===== config.mk =====
export PLATFORM = sky130hd
export DESIGN_NAME = crono_countdown_timer
export DESIGN_NICKNAME = d
export VERILOG_FILES = /design/src/rtl/crono_pkg.sv /design/src/rtl/crono_field.sv /design/src/rtl/crono_countdown_timer.sv
export SDC_FILE = /design/constraint.sdc
export NUM_CORES = 1
export LEC_CHECK = 0
export ABC_CLOCK_PERIOD_IN_PS = 5400
export CORE_ASPECT_RATIO = 0.7
export CORE_MARGIN = 2
export CORE_UTILIZATION = 60
export DETAILED_ROUTE_END_ITERATION = 10
export PLACE_DENSITY = 0.86
export SETUP_SLACK_MARGIN = 0.15
export SYNTH_ARGS = -nofsm -noshare
export SYNTH_HDL_FRONTEND = slang
export SYNTH_HIERARCHICAL = 1
export SYNTH_SLANG_ARGS = --single-unit

===== constraint.sdc =====
create_clock -name clk -period 5.4 [get_ports clk]
set_input_delay 0.54 -clock clk [delete_from_list [all_inputs] [get_ports clk]]
set_output_delay 0.54 -clock clk [all_outputs]
set_load 0.02 [all_outputs]

===== src/rtl/crono_pkg.sv =====
// Shared types and constants for the hh:mm:ss countdown timer.
// Build option CRONO_AUTORELOAD_EN (see crono_countdown_timer) needs nothing extra here.
package crono_pkg;

    typedef logic [1:0] state_t;

    localparam state_t ST_SET     = 2'd0;
    localparam state_t ST_RUN     = 2'd1;
    localparam state_t ST_EXPIRED = 2'd2;

    localparam logic [1:0] FIELD_HR   = 2'd0;
    localparam logic [1:0] FIELD_MIN  = 2'd1;
    localparam logic [1:0] FIELD_SEC  = 2'd2;
    localparam logic [1:0] FIELD_NONE = 2'd3;

    localparam int HR_MAX_DEF  = 23;
    localparam int MIN_MAX_DEF = 59;
    localparam int SEC_MAX_DEF = 59;

    function automatic logic field_hit(input logic [1:0] sel, input logic [1:0] field);
        return (sel == field);
    endfunction

endpackage


===== src/rtl/crono_field.sv =====
// One time field (hours, minutes or seconds): user adjust, countdown step with
// borrow to the next-higher field, and a parallel load used for auto-reload.
module crono_field
    import crono_pkg::*;
#(
    parameter int WIDTH = 6,
    parameter int MAX   = 59,
    parameter bit WRAP  = 1'b1
)(
    input  logic             clk,
    input  logic             rst,
    input  logic             inc,
    input  logic             dec,
    input  logic             borrow_in,
    input  logic             load,
    input  logic [WIDTH-1:0] load_value,
    output logic [WIDTH-1:0] value,
    output logic             is_zero,
    output logic             borrow_out
);

    localparam logic [WIDTH-1:0] MAX_V  = WIDTH'(MAX);
    localparam logic [WIDTH-1:0] ZERO_V = {WIDTH{1'b0}};
    localparam logic [WIDTH-1:0] ONE_V  = {{(WIDTH-1){1'b0}}, 1'b1};

    logic [WIDTH-1:0] value_r;
    logic [WIDTH-1:0] value_next_s;
    logic             at_max_s;

    assign value      = value_r;
    assign is_zero    = (value_r == ZERO_V);
    assign at_max_s   = (value_r == MAX_V);
    assign borrow_out = borrow_in && is_zero;

    // Next value: load beats countdown, countdown beats adjust, inc beats dec.
    always_comb begin
        value_next_s = value_r;
        if (load) begin
            value_next_s = load_value;
        end else if (borrow_in) begin
            value_next_s = is_zero ? MAX_V : (value_r - ONE_V);
        end else if (inc) begin
            value_next_s = at_max_s ? (WRAP ? ZERO_V : MAX_V) : (value_r + ONE_V);
        end else if (dec) begin
            value_next_s = is_zero ? (WRAP ? MAX_V : ZERO_V) : (value_r - ONE_V);
        end else begin
            value_next_s = value_r;
        end
    end

    // Field register.
    always_ff @(posedge clk) begin
        if (rst) begin
            value_r <= ZERO_V;
        end else begin
            value_r <= value_next_s;
        end
    end

endmodule


===== src/rtl/crono_countdown_timer.sv =====
// hh:mm:ss countdown timer: SET/RUN/EXPIRED control around three cascaded fields.
// Optional build macro CRONO_AUTORELOAD_EN: reload the start value on expiry and keep running.
module crono_countdown_timer
    import crono_pkg::*;
#(
    parameter int HR_MAX   = HR_MAX_DEF,
    parameter int MIN_MAX  = MIN_MAX_DEF,
    parameter int SEC_MAX  = SEC_MAX_DEF,
    parameter bit WRAP_ADJ = 1'b1
)(
    input  logic       clk,
    input  logic       rst,
    input  logic [1:0] sel,
    input  logic       inc,
    input  logic       dec,
    input  logic       start,
    input  logic       stop,
    input  logic       tick,
    output logic [4:0] hr,
    output logic [5:0] min,
    output logic [5:0] sec,
    output logic       running,
    output logic       done,
    output logic       alarm
);

    state_t     state_r;
    state_t     state_next_s;
    logic       running_r;
    logic       done_r;
    logic       alarm_r;

    logic       hr_zero_s, min_zero_s, sec_zero_s, total_zero_s;
    logic       sec_borrow_s, min_borrow_s, hr_borrow_s;
    logic       start_ok_s, adj_en_s, tick_step_s, expire_s;
    logic       load_s;
    logic [4:0] hr_load_s;
    logic [5:0] min_load_s;
    logic [5:0] sec_load_s;

    assign total_zero_s = hr_zero_s && min_zero_s && sec_zero_s;
    // Accepted start suppresses a same-cycle adjust so the captured value equals what runs.
    assign start_ok_s   = (state_r == ST_SET) && start && !total_zero_s;
    assign adj_en_s     = (state_r == ST_SET) && !start_ok_s;
    assign tick_step_s  = (state_r == ST_RUN) && tick && !stop;
    assign expire_s     = tick_step_s && hr_zero_s && min_zero_s && (sec == 6'd1);

    assign running = running_r;
    assign done    = done_r;
    assign alarm   = alarm_r;

`ifdef CRONO_AUTORELOAD_EN
    logic [4:0] hr_rel_r;
    logic [5:0] min_rel_r;
    logic [5:0] sec_rel_r;

    // Reload register: captures the displayed time on every accepted start.
    always_ff @(posedge clk) begin
        if (rst) begin
            hr_rel_r  <= 5'd0;
            min_rel_r <= 6'd0;
            sec_rel_r <= 6'd0;
        end else if (start_ok_s) begin
            hr_rel_r  <= hr;
            min_rel_r <= min;
            sec_rel_r <= sec;
        end else begin
            hr_rel_r  <= hr_rel_r;
            min_rel_r <= min_rel_r;
            sec_rel_r <= sec_rel_r;
        end
    end

    assign load_s     = expire_s;
    assign hr_load_s  = hr_rel_r;
    assign min_load_s = min_rel_r;
    assign sec_load_s = sec_rel_r;
`else
    assign load_s     = 1'b0;
    assign hr_load_s  = 5'd0;
    assign min_load_s = 6'd0;
    assign sec_load_s = 6'd0;
`endif

    crono_field #(.WIDTH(5), .MAX(HR_MAX), .WRAP(WRAP_ADJ)) u_hr (
        .clk        (clk),
        .rst        (rst),
        .inc        (adj_en_s && field_hit(sel, FIELD_HR) && inc),
        .dec        (adj_en_s && field_hit(sel, FIELD_HR) && dec),
        .borrow_in  (min_borrow_s),
        .load       (load_s),
        .load_value (hr_load_s),
        .value      (hr),
        .is_zero    (hr_zero_s),
        .borrow_out (hr_borrow_s)
    );

    crono_field #(.WIDTH(6), .MAX(MIN_MAX), .WRAP(WRAP_ADJ)) u_min (
        .clk        (clk),
        .rst        (rst),
        .inc        (adj_en_s && field_hit(sel, FIELD_MIN) && inc),
        .dec        (adj_en_s && field_hit(sel, FIELD_MIN) && dec),
        .borrow_in  (sec_borrow_s),
        .load       (load_s),
        .load_value (min_load_s),
        .value      (min),
        .is_zero    (min_zero_s),
        .borrow_out (min_borrow_s)
    );

    crono_field #(.WIDTH(6), .MAX(SEC_MAX), .WRAP(WRAP_ADJ)) u_sec (
        .clk        (clk),
        .rst        (rst),
        .inc        (adj_en_s && field_hit(sel, FIELD_SEC) && inc),
        .dec        (adj_en_s && field_hit(sel, FIELD_SEC) && dec),
        .borrow_in  (tick_step_s),
        .load       (load_s),
        .load_value (sec_load_s),
        .value      (sec),
        .is_zero    (sec_zero_s),
        .borrow_out (sec_borrow_s)
    );

    // Next-state logic; an hour borrow means RUN was entered at 00:00:00, so fall back to SET.
    always_comb begin
        state_next_s = state_r;
        case (state_r)
            ST_SET: begin
                if (start_ok_s) begin
                    state_next_s = ST_RUN;
                end else begin
                    state_next_s = ST_SET;
                end
            end
            ST_RUN: begin
                if (stop) begin
                    state_next_s = ST_SET;
                end else if (expire_s) begin
`ifdef CRONO_AUTORELOAD_EN
                    state_next_s = ST_RUN;
`else
                    state_next_s = ST_EXPIRED;
`endif
                end else if (hr_borrow_s) begin
                    state_next_s = ST_SET;
                end else begin
                    state_next_s = ST_RUN;
                end
            end
            ST_EXPIRED: begin
                if (start || stop || inc || dec) begin
                    state_next_s = ST_SET;
                end else begin
                    state_next_s = ST_EXPIRED;
                end
            end
            default: begin
                state_next_s = ST_SET;
            end
        endcase
    end

    // State and status output registers.
    always_ff @(posedge clk) begin
        if (rst) begin
            state_r   <= ST_SET;
            running_r <= 1'b0;
            done_r    <= 1'b0;
            alarm_r   <= 1'b0;
        end else begin
            state_r   <= state_next_s;
            running_r <= (state_next_s == ST_RUN);
            done_r    <= expire_s;
            alarm_r   <= (state_next_s == ST_EXPIRED);
        end
    end

endmodule


==> metrics.cfg <==
[pwr]
finalPower_uw = 546
peakVddDrop_v = 0.000204
p_leak_uw = 0.000933
power_density_nw_per_um2 = 214

[layout]
drive_gt1_share_pct = 8.81
num_antenna_cells = 0
fin_util_pct = 78.6
syn2layout_area_growth_pct = 21.1
num-nets-final = 336
final.fill_count = 252

[drt]
num_vias = 2186
wl_per_cell_um = 14.4
drt-initial-drc-count = 235
viasPerCell = 5.99
drc_errors = 0
wl_mm = 5.26
first_pass_iters = 7
ant_nets = 0

[grt]
grt_pass1_wl_mm = 8.56
grt_overflow = 0
grt.total_usage_pct = 27.9
grt_pass1_vias = 1766
grt_max_degree = 21
antenna_found_initial = 0

[worst_setup_path]
path_max_fanout = 9
cp.required_ns = 5.61
crit_type = flip-flop to flip-flop
cp.arrival_ns = 3.69
startpoint_type = flip-flop
worstSetupEndpointType = flip-flop

[timing]
period_needed_ns = 3.48
slew_violations = 0
setup_viol = 0
relSlewSlack_pct = 43.0
fin_crit_sh_pct = 64.5
tightest_slew_ns = 0.848
hold_violations = 0
skew_ns = 0.00823
holdWs_ns = 0.617
grt_setup_unrepaired = no
fin_setup_tns_ns = 0
worst_slack_ns = 1.92
fmax_ghz = 0.287

[yosys]
synth_enable_flop_cells = 0
ys_seq_area_share_pct = 20.9
ys_top_cells_by_area = dfxtp_1 (21%), a21oi_1 (4.7%), ha_1 (4.7%), inv_1 (4.1%), o211ai_1 (3.6%)
postSynthCellCount = 264
synth_top_family_by_area = compound AO/OA/AOI/OAI gates
yosys_register_bits = 22
synth_top_area_share_pct = 20.9
async_flop_share_pct = 0
synth_fa_ha_area_share_pct = 4.74
yosysWarnings = 6
synth_compound_gate_area_share_pct = 33.0
netlist_top_cells_count = inv_1 (23), dfxtp_1 (22), a21oi_1 (20), nor2_1 (16), nor3_1 (12)
synth.area.mux_share_pct = 0.948
synthXorXnorAreaFrac_pct = 2.07
ys.flop_type = dfxtp_1
post-synth-top-count-cell = inv_1
syn-cell-area_um2 = 2110
ys_types = 62
yosys.area.top_type = dfxtp_1
yosys.area_share.simple_pct = 28.7
syn_area_per_cell_um2 = 8.00

[cts]
cts.sinks = 22
htreeDepth = 1
clk_pin_slew_ns = 0.09
cts_tree = done
hold_buffers = 0
ctsLongestPathBuffers = 2
cts_buffers = 3
ctsResizeCount = 0
cts-root-buf = clkbuf_8
clkLatencyLatePin_ns = 0.27
post_cts_buffers = 0

[floorplan]
design.die.area_um2 = 4020
rows = 17
dieHeight_um = 53.6
coreArea_um2 = 3250
start_util_pct = 64.9
die_w_um = 74.9
io_pins = 29

[place]
pre_cts_ws_ns = 2.04
gp_congestion = 0.994
port_buffers = 28
hpwl_mm = 3.83

[hold_path]
worstHoldPathType = flip-flop to flip-flop

[job]
drv_cap = 0

[run_status]
outcome = finished, final reports clean

-- registers in the layout, summed over array words and instances (netlist names) --
name	cells
u_min/value	6
u_sec/value	6
u_hr/value	5
state_r	2
alarm	1
done	1
running	1
-- critical path: stages, from the launching register on --
cell and delay (ns):
dfxtp_1 0.36, inv_1 0.11, ha_1 0.18, nand2b_1 0.11
nor3_1 0.45, nand3_2 0.20, a2111oi_2 0.44, and3_1 0.26
nor2b_1 0.60, a311oi_1 0.22, a221o_1 0.36, a21oi_1 0.12
-- cell usage in the layout (no fill, tap or decap), types with 3 or more instances in the layout --
master and count:
conb_1 39, clkdlybuf4s50_1 28, inv_1 23, dfxtp_1 22, a21oi_1 20, nor2_1 16
nor3_1 12, o21ai_0 10, o211ai_1 10, and3_1 8, ha_1 8, nand2b_1 7
nor2b_1 7, nand2_1 7, nand4_1 5, nand3_1 5, a2111oi_0 5, xnor2_1 5
o22ai_1 4, or3_1 4, o31ai_1 4, nor4_1 3, nand3b_1 3, clkbuf_8 3
a31oi_1 3, nand4b_1 3
-- routing by layer --
layer  part of all wire [%]  GRT usage (%)
met2                     41           39.6
met4                    1.0           5.95
met1                     50           43.3
met3                    7.8           5.06
met5                      0              0
-- area by class of cell --
type	instances	area, um2	share of cell area, %
clock buffer	3	41.3	1.61
clock inverter	1	30.0	1.17
inverter	23	86.3	3.38
multi-input combinational	240	1610	63.1
sequential	22	440	17.2
tap	47	58.8	2.30
timing repair buffer	29	288	11.3
-- logic make-up (layout without fill, tap and decap cells) --
kind of cell               after synthesis  count (layout)
and+or+nand+nor                         96              96
other                                    1              39
buffers and inverters                   40              56
muxes                                    2               2
adders and majority gates                8               8
DFF                                     22              22
AOI/OAI and AO/OA                       90              90
xor gates and xnor gates                 5               5
-- power breakdown --
group          leakage (uW)  internal [uW]  switching (uW)
registers          0.000182            175            32.4
clock network     0.0000357           99.2            62.6
logic              0.000716           82.0            95.5
-- final timing paths --
kind | from | to | slack, ns | cells after the start
setup / recovery | u_hr/value[0] | u_min/value[2] | 1.92 | 11
hold / removal | u_hr/value[0] | u_hr/value[0] | 0.62 | 2
setup reg to reg | u_hr/value[0] | u_min/value[2] | 1.92 | 11
hold reg to reg | u_hr/value[0] | u_hr/value[0] | 0.62 | 2
-- stage by stage --
stage               std cells  area [um2]
floorplan                 302        2250
global placement          361        2490
detailed placement        361        2490
CTS                       365        2560
global route              365        2560
finish                    365        2560
Power figures use the tool's default switching activity.
